[config.mk]
export PLATFORM = sky130hd
export DESIGN_NAME = dmem_arbiter
export DESIGN_NICKNAME = d
export VERILOG_FILES = /design/src/rtl/dmem_arbiter.sv
export SDC_FILE = /design/constraint.sdc
export NUM_CORES = 1
export LEC_CHECK = 0
export ABC_AREA = 1
export BUFFER_PORTS_ARGS = -buffer_cell sky130_fd_sc_hd__buf_2
export CORE_AREA = 3 3 105 107
export DETAILED_ROUTE_END_ITERATION = 8
export DIE_AREA = 0 0 108 110
export SETUP_SLACK_MARGIN = 0.02
export SYNTH_ARGS = -nofsm -noshare
export SYNTH_HDL_FRONTEND = slang
export SYNTH_SLANG_ARGS = --single-unit
[constraint.sdc]
create_clock -name clk -period 2.5 [get_ports clk]
set_clock_uncertainty 0.05 [all_clocks]
set_input_delay 0.25 -clock clk [delete_from_list [all_inputs] [get_ports clk]]
set_output_delay 0.25 -clock clk [all_outputs]
set_load 0.05 [all_outputs]
[src/rtl/dmem_arbiter.sv]
// dmem_arbiter: shares one data-memory port between the CPU load/store path
// and a DMA/debug loader. The grant is combinational with zero latency, so a
// single-cycle load completes in its own cycle. When both sides request, the
// grant goes round-robin. The DMA side can lock memory for a burst of up to
// MAX_BURST consecutive beats.
//
// Optional build macro ARB_PERF_CNT_EN: adds the stall_cnt output. It is a
// saturating count of the cycles in which the CPU was stalled.
//
//  state | meaning
//  ------+----------------------------------------------------------------
//  ARB   | per-cycle arbitration; round-robin on conflict via last_win
//  LOCK  | DMA holds memory for its burst; beat_cnt counts granted beats
module dmem_arbiter #(
    parameter int AW        = 32,
    parameter int DW        = 32,
    parameter int MAX_BURST = 8
) (
    input  logic          clk,
    input  logic          rst,
    input  logic          cpu_req,
    input  logic          cpu_we,
    input  logic [AW-1:0] cpu_addr,
    input  logic [DW-1:0] cpu_wd,
    input  logic [1:0]    cpu_size,
    output logic          cpu_gnt,
    output logic          cpu_stall,
    input  logic          dma_req,
    input  logic          dma_lock,
    input  logic          dma_we,
    input  logic [AW-1:0] dma_addr,
    input  logic [DW-1:0] dma_wd,
    input  logic [1:0]    dma_size,
    output logic          dma_gnt,
    output logic [DW-1:0] rdata,
    output logic [AW-1:0] mem_addr,
    output logic [DW-1:0] mem_wd,
    output logic          mem_we,
    output logic [1:0]    mem_size,
`ifdef ARB_PERF_CNT_EN
    output logic [31:0]   stall_cnt,
`endif
    input  logic [DW-1:0] mem_rd
);

    localparam int BW = $clog2(MAX_BURST + 1);
    // With MAX_BURST=1 a locked beat can never extend, so LOCK is unreachable.
    localparam logic LOCK_EN = (MAX_BURST > 1);
    // beat_cnt value that marks the final beat a burst may take.
    localparam logic [BW-1:0] LAST_BEAT = BW'(MAX_BURST - 1);

    typedef enum logic {
        ARB  = 1'b0,
        LOCK = 1'b1
    } state_t;

    state_t        state, state_nxt;
    logic          last_win, last_win_nxt;
    logic [BW-1:0] beat_cnt, beat_cnt_nxt;

    // State register: reset gives the CPU the first conflict.
    always_ff @(posedge clk) begin
        if (rst) begin
            state    <= ARB;
            last_win <= 1'b1;
            beat_cnt <= '0;
        end else begin
            state    <= state_nxt;
            last_win <= last_win_nxt;
            beat_cnt <= beat_cnt_nxt;
        end
    end

    // Grant decision and next-state logic.
    always_comb begin
        cpu_gnt      = 1'b0;
        dma_gnt      = 1'b0;
        state_nxt    = state;
        last_win_nxt = last_win;
        beat_cnt_nxt = beat_cnt;
        case (state)
            ARB: begin
                if (cpu_req && dma_req) begin
                    if (last_win) cpu_gnt = 1'b1;
                    else          dma_gnt = 1'b1;
                end else if (cpu_req) begin
                    cpu_gnt = 1'b1;
                end else if (dma_req) begin
                    dma_gnt = 1'b1;
                end
                if (dma_gnt && dma_lock && LOCK_EN) begin
                    state_nxt    = LOCK;
                    beat_cnt_nxt = BW'(1);
                end
            end
            LOCK: begin
                if (dma_req) begin
                    dma_gnt      = 1'b1;
                    beat_cnt_nxt = beat_cnt + BW'(1);
                    if (!dma_lock || beat_cnt == LAST_BEAT) begin
                        state_nxt    = ARB;
                        beat_cnt_nxt = '0;
                    end
                end else begin
                    // The DMA has let go: a waiting CPU is granted in this same cycle.
                    cpu_gnt      = cpu_req;
                    state_nxt    = ARB;
                    beat_cnt_nxt = '0;
                end
            end
            default: begin
                state_nxt    = ARB;
                beat_cnt_nxt = '0;
            end
        endcase
        // A DMA grant sets last_win=1. When the burst limit forces a release,
        // this lets a pending CPU win the next cycle.
        if (cpu_gnt) last_win_nxt = 1'b0;
        if (dma_gnt) last_win_nxt = 1'b1;
    end

    // Memory-port mux: the DMA fields when the DMA owns the port, else the CPU fields.
    always_comb begin
        cpu_stall = cpu_req & ~cpu_gnt;
        rdata     = mem_rd;
        if (dma_gnt) begin
            mem_addr = dma_addr;
            mem_wd   = dma_wd;
            mem_size = dma_size;
        end else begin
            mem_addr = cpu_addr;
            mem_wd   = cpu_wd;
            mem_size = cpu_size;
        end
        mem_we = ((cpu_gnt & cpu_we) | (dma_gnt & dma_we)) & ~rst;
    end

`ifdef ARB_PERF_CNT_EN
    // Saturating count of the cycles in which the CPU was stalled.
    always_ff @(posedge clk) begin
        if (rst)                                  stall_cnt <= '0;
        else if (cpu_stall && stall_cnt != '1)    stall_cnt <= stall_cnt + 32'd1;
    end
`endif

endmodule

==> flow_summary_export.csv, run 1 <==
group,metric,value,unit
synth,synth_seq_cells,6,
cells_and_area,final_cell_mix,"215 x nand2_1, 208 x buf_2, 8 x nor2_1",
synth,syn_inst,297,
floorplan,fp.dieW,108,um
power_and_ir_drop,finalPower,1.02,mW
cells_and_area,syn2layout_area_growth,68.5,%
run_status,status,"finished, final reports clean",
timing,max-slew-margin-rel,0.769,
cts,path_clk_slew,0.03,ns
power_and_ir_drop,seqPwrFrac,0.100,
cells_and_area,seq_area,120,sq um
min_path,min_from,"rst",
timing,final-hold-violation-count,0,
floorplan,dieHeight,110,um
placed_design,dpl.hpwl,4800,um
worst_setup_path,worstSetupPathType,"flop to primary output",
placed_design,placed_cells,598,
power_and_ir_drop,power_switching,0.615,mW
synth,avgSynthCellArea,4.72,sq um
cts,clk_latency,0.22,ns
cts,cts_buffers,3,
power_and_ir_drop,p_comb_frac,0.762,
grt,grt_overflow_total,0,
grt,track_usage,0.0794,
timing,tns,0,ns
placed_design,gp_congestion,0.757,
worst_setup_path,crit_required,2.20,ns
routing,post-route-drc-count,0,
routing,drtIter0Drc,83,
cts,cts_max_level,1,
worst_setup_path,critPathLaunchType,"flop",
routing,wire_per_inst,9.68,um
timing,post-route-period-util,0.783,
power_and_ir_drop,clkPwrFrac,0.138,
worst_setup_path,path_common_cell,"inv_2",
routing,via_count,2260,
worst_setup_path,r2r_slack,1.33,ns
cells_and_area,post_route_cells_drive_above_1_share,0.469,
power_and_ir_drop,swShare,0.600,
routing,drt_wl_total,5820,um
cts,post_cts_resized,0,
worst_setup_path,critical_path_arrival,1.66,ns
synth,syn_nets,469,
synth,syn-cell-area,0.00140,sq mm
placed_design,portBuffers,208,
synth,ys_types,14,
synth,seq_area_frac_synth,0.0857,
cells_and_area,fin_cells,601,
timing,worst_pin_slew,0.347,ns
cts,clock-root-buffer,"clkbuf_8",
timing,hold_slack,0.214,ns
timing,rsz0062_at_grt,"no",
run,max_cap_viol_count,0,
floorplan,pin_count,273,
power_and_ir_drop,p_per_area,434,mW/mm^2
cells_and_area,nets,639,
grt,grt_pass1_wl,7770,um
routing,ant_nets,0,
worst_setup_path,worstPathMaxFanout,35,
cts,cts_tree,"done",
power_and_ir_drop,vdd_ir_drop_max,0.142,mV
timing,slew_violations,0,
cells_and_area,layout_commonest_cell,"nand2_1",
grt,grt_pass1_vias,1826,
min_path,hold_path.class,"input pin to flop",
worst_setup_path,cp-startpoint,"state",
worst_setup_path,cp_cell_sequence,"inv_2, nand3_2, nand2_2, inv_2, buf_4, nand2_1, a21oi_1, buf_2",
synth,yosysWarnings,0,
cells_and_area,diodes,0,
cts,post_cts_buffers,0,
grt,antenna_found_initial,0,
worst_setup_path,max_stage_delay,0.35,ns
timing,max_freq,511,MHz
worst_setup_path,worstReg2RegStart,"beat_cnt[0]",
routing,vias_per_cell,3.76,
grt,grt_max_degree,70,
worst_setup_path,endpoint_kind,"primary output",
timing,setup_viol,0,
cells_and_area,filler_cell_count,1221,
power_and_ir_drop,p_leak,1.61,nW
floorplan,core_area,0.0102,sq mm
cts,cts.sinks,6,
routing,first_pass_iters,4,
cells_and_area,multi_input_area,927,sq um
power_and_ir_drop,intPower,0.410,mW
cts,cts_buffer_depth,2,
timing,final.min_clock_period,1.96,ns
floorplan,num_rows,37,
cts,ctsHoldBuffers,0,
floorplan,die_area,0.0119,sq mm
floorplan,start_util,0.137,
worst_setup_path,critPathSlowestCell,"dfxtp_1",
synth_stat cells (all sizes together):
master,instances,share of area
a21oi,4,0.014
inv,7,0.019
ha,1,0.0089
dfxtp,6,0.086
nor2,8,0.021
nand2,216,0.58
buf,46,0.23
nand3,8,0.032
nand4,1,0.0045
layout make-up:
| type | count | share of cell area |
|---|---|---|
| Sequential cell | 6 | 0.0509 |
| Multi-Input combinational cell | 238 | 0.393 |
| Clock buffer | 3 | 0.0175 |
| Tap cell | 136 | 0.0721 |
| Inverter | 7 | 0.0111 |
| Timing Repair Buffer | 211 | 0.456 |
registers in the layout, indices dropped and copies added (netlist names):
name,flops
last_win,1
state,1
beat_cnt,4
final timing paths:
path	end	depth (start not counted)
worst min register to register	beat_cnt[1]	2
worst max-delay path	mem_we	8
worst max register to register	beat_cnt[2]	6
worst min-delay path	state	2
metal layers:
layer	up-vias	routed length [um]	global-route usage
li1	1191	-	-
met1	915	2260	0.0920
met2	139	2730	0.143
met3	15	721	0.0169
met4	0	111	0.0316
met5	-	0	0
cells by family after synthesis:
kind of cell | synth area share
buf+inv | 0.253
flops | 0.0857
simple gates | 0.638
compound gates | 0.0143
fa+ha+maj | 0.00893
power by group through the flow:
stage	combinational (mW)	clock, mW	sequential, mW
final	0.781	0.142	0.102
after global routing	0.840	0.151	0.103
after CTS	0.787	0.148	0.102
after detailed placement	0.784	0	0.104
after global placement	0.786	0	0.104
after floorplan	0.692	0	0.103
critical path, delay by kind of cell, from the launching register on:
kind                   cells  cell delay (ns)
AOI/OAI and AO/OA          1             0.15
and+or+nand+nor            3             0.22
buffers and inverters      4             0.71
DFF                        1             0.35
per-stage QoR:
step	area (sq um)	setup WS [ns]	utilization
2_1_floorplan	1400	0.630	-
3_3_place_gp	2320	0.784	0.227
3_5_place_dp	2320	0.767	0.227
4_1_cts	2360	0.502	0.231
5_1_grt	2360	0.422	0.231
6_report	2360	0.541	0.231
(Power assumes the default switching activity.)
==> run 2, diff against run 1 <==
- ABC_AREA: 1 -> 0
- CORE_AREA: 3 3 105 107 -> 3 3 106 108
- DIE_AREA: 0 0 108 110 -> 0 0 109 111
- clock period: 2.5 -> 1.6 ns (I/O delays scaled with it)
==> run 2 against run 1 <==
Net effect: the flow now finishes with violations (setup timing); worst hold slack lost 0.040 ns; core utilization rose by 7.6 points; total power rose by 93%; die area increased by 1.8%; flip-flop and latch count stayed put; final area increased by 34%; setup slack got worse by 0.83 ns; sequential share of layout area decreased by 1.3 points; critical path depth down 2; first-iteration DRC count decreased by 67%; sequential power increased by 56%; global-route usage up 4.2 points.
==> flow_summary_export.csv, run 2 <==
group,metric,value,unit
run_status,status,"complete, but fails checks",
run_status,violations,"setup timing",
power_and_ir_drop,p_leak,1.66,nW
timing,tns,-16.16,ns
floorplan,dieHeight,111,um
floorplan,num_rows,37,
cts,clk_latency,0.23,ns
worst_setup_path,cp-startpoint,"state",
synth,seq_area_frac_synth,0.0870,
cells_and_area,syn2layout_area_growth,130,%
synth,synth_seq_cells,6,
worst_setup_path,worstPathMaxFanout,9,
routing,post-route-drc-count,0,
grt,grtUsageMet3,0.0332,
power_and_ir_drop,p_per_area,624,mW/mm^2
floorplan,fp.dieW,109,um
worst_setup_path,crit_required,1.39,ns
timing,post-route-period-util,1.18,
synth,yosysTopAreaCell,"mux2_2",
worst_setup_path,cp_cell_sequence,"nand3b_1, nand2_4, buf_6, buf_16, mux2_2, buf_6",
routing,vias_per_cell,3.98,
timing,max-slew-margin-rel,0.860,
synth,syn_inst,149,
cells_and_area,final_util,0.307,
worst_setup_path,max_stage_delay,0.35,ns
floorplan,die_area,0.0121,sq mm
worst_setup_path,setup.worst_path.end,"mem_addr[16]",
cts,cts.sinks,6,
cells_and_area,nets,511,
timing,slew_violations,0,
worst_setup_path,worstReg2RegStart,"state",
routing,wire_per_inst,17.0,um
placed_design,dpl.hpwl,6360,um
synth,synth_most_common_cell,"mux2_2",
worst_setup_path,path_common_cell,"buf_6",
cts,cts_tree,"done",
timing,final-hold-violation-count,0,
grt,grtUsageMet2,0.230,
cts,clock-root-buffer,"clkbuf_8",
synth,synth_common_cells,"65 x mux2_2, 33 x buf_4, 6 x dfxtp_1, 5 x a21oi_1, 5 x buf_2",
cells_and_area,layout_commonest_cell,"buf_2",
placed_design,portBuffers,208,
grt,grt_max_degree,18,
cts,cts_buffers,3,
cells_and_area,post_route_cells_drive_above_1_share,0.893,
cts,cts_max_level,1,
floorplan,pin_count,273,
cells_and_area,final_cell_mix,"138 x buf_2, 43 x buf_6, 40 x mux2_2",
cts,cts_buffer_depth,2,
timing,final.min_clock_period,1.89,ns
synth,synth_top_area_share,0.530,
routing,ant_nets,0,
grt,grt_pass1_wl,11600,um
routing,drt_wl_total,8050,um
cells_and_area,largest_register,"beat_cnt",
worst_setup_path,critPathLaunchType,"flop",
cells_and_area,largest_registers,"beat_cnt x4, last_win x1, state x1",
routing,first_pass_iters,4,
worst_setup_path,critical-path-top-delay-family,"buffers and inverters",
worst_setup_path,reg2reg_to,"beat_cnt[3]",
floorplan,start_util,0.134,
cts,ctsHoldBuffers,0,
grt,antenna_found_initial,0,
min_path,hold_path.class,"input pin to flop",
cts,path_clk_slew,0.04,ns
timing,setup_ws,-0.292,ns
worst_setup_path,worstSetupPathType,"flop to primary output",
timing,worst_pin_slew,0.206,ns
synth,syn_nets,321,
synth,synth-edff-count,0,
cells_and_area,diodes,0,
worst_setup_path,critical_path_depth,6,
power_and_ir_drop,vdd_ir_drop_max,0.285,mV
synth,yosysWarnings,0,
routing,drtIter0Drc,27,
worst_setup_path,reg2regPathDepth,4,
synth,avgSynthCellArea,9.26,sq um
cells_and_area,largest_reg_flops,4,
grt,grt.busiest_layer,"met2",
worst_setup_path,critPathSlowestCell,"mux2_2",
placed_design,gp_congestion,0.819,
grt,grt.met1_usage,0.128,
synth,syn-cell-area,0.00138,sq mm
grt,grt_overflow_total,0,
worst_setup_path,endpoint_kind,"primary output",
worst_setup_path,r2r_slack,0.34,ns
grt,grt_pass1_vias,2145,
routing,via_count,1882,
timing,max_freq,528,MHz
worst_setup_path,critical_path_arrival,1.68,ns
synth,async_flop_share,0,
timing,rsz0062_at_grt,"yes",
synth,synthTopCellsByArea,"mux2_2 53%, buf_4 18%, dfxtp_1 8.7%, a21oi_1 1.8%, buf_2 1.8%",
floorplan,core_area,0.0103,sq mm
grt,track_usage,0.122,
worst_setup_path,cp_num_buf_inv,3,
timing,setup_viol,69,
synth,ys_types,26,
run,max_cap_viol_count,0,
synth,ys.flop_type,"dfxtp_1",
run 2: layout make-up:
class	instances	area (sq um)
fill	1086	7150
timing repair buffer	226	1760
multi-input combinational	98	1070
tap	136	170
sequential	6	120
clock buffer	3	41.3
inverter	4	15.0
run 2: what timing repair did:
| action | CTS | global route |
|---|---|---|
| gates resized for setup | 147 | 45 |
| pin swaps | 3 | 1 |
| setup buffers | 4 | 1 |
| setup endpoints to repair | 69 | 70 |
| cloned | 2 | 1 |
run 2: stage by stage:
step / power (mW) / worst slack [ns] / cells / hold WS [ns] / area (sq um)
after global placement: 1.36 / -0.0242 / 463 / 0.270 / 2400
after CTS: 1.90 / -0.289 / 472 / 0.171 / 3000
final: 1.98 / -0.292 / 473 / 0.175 / 3170
after floorplan: 1.22 / -0.0974 / 149 / 0.302 / 1390
after global routing: 2.06 / -0.342 / 473 / 0.199 / 3170
after detailed placement: 1.37 / -0.0798 / 463 / 0.270 / 2400
run 2: logic make-up after synthesis:
kind of cell	synth area share
AND/OR/NAND/NOR	0.0834
AO/OA/AOI/OAI	0.0544
flip-flops	0.0870
adder cells (fa/ha/maj)	0.00906
multiplexers	0.539
buffers and inverters	0.228
run 2: per-layer routing:
layer	vias to the layer above	part of all wire
met3	15	0.077
met1	865	0.34
li1	882	-
met2	120	0.57
met4	0	0.020
met5	-	0
run 2: where the power goes:
group	internal (mW)	switching [mW]	total, mW
sequential	0.155	0.00361	0.159
combinational	0.704	0.886	1.59
clock	0.162	0.0689	0.231
run 2: how the worst min path moves through the flow:
stage,start,to,slack [ns],cells past startpoint
final,rst,beat_cnt[1],0.17,2
after global routing,rst,state,0.20,2
after CTS,rst,beat_cnt[1],0.17,2
after detailed placement,mem_rd[0],rdata[0],0.27,0
after global placement,mem_rd[0],rdata[0],0.27,0
after floorplan,dma_lock,state,0.30,2
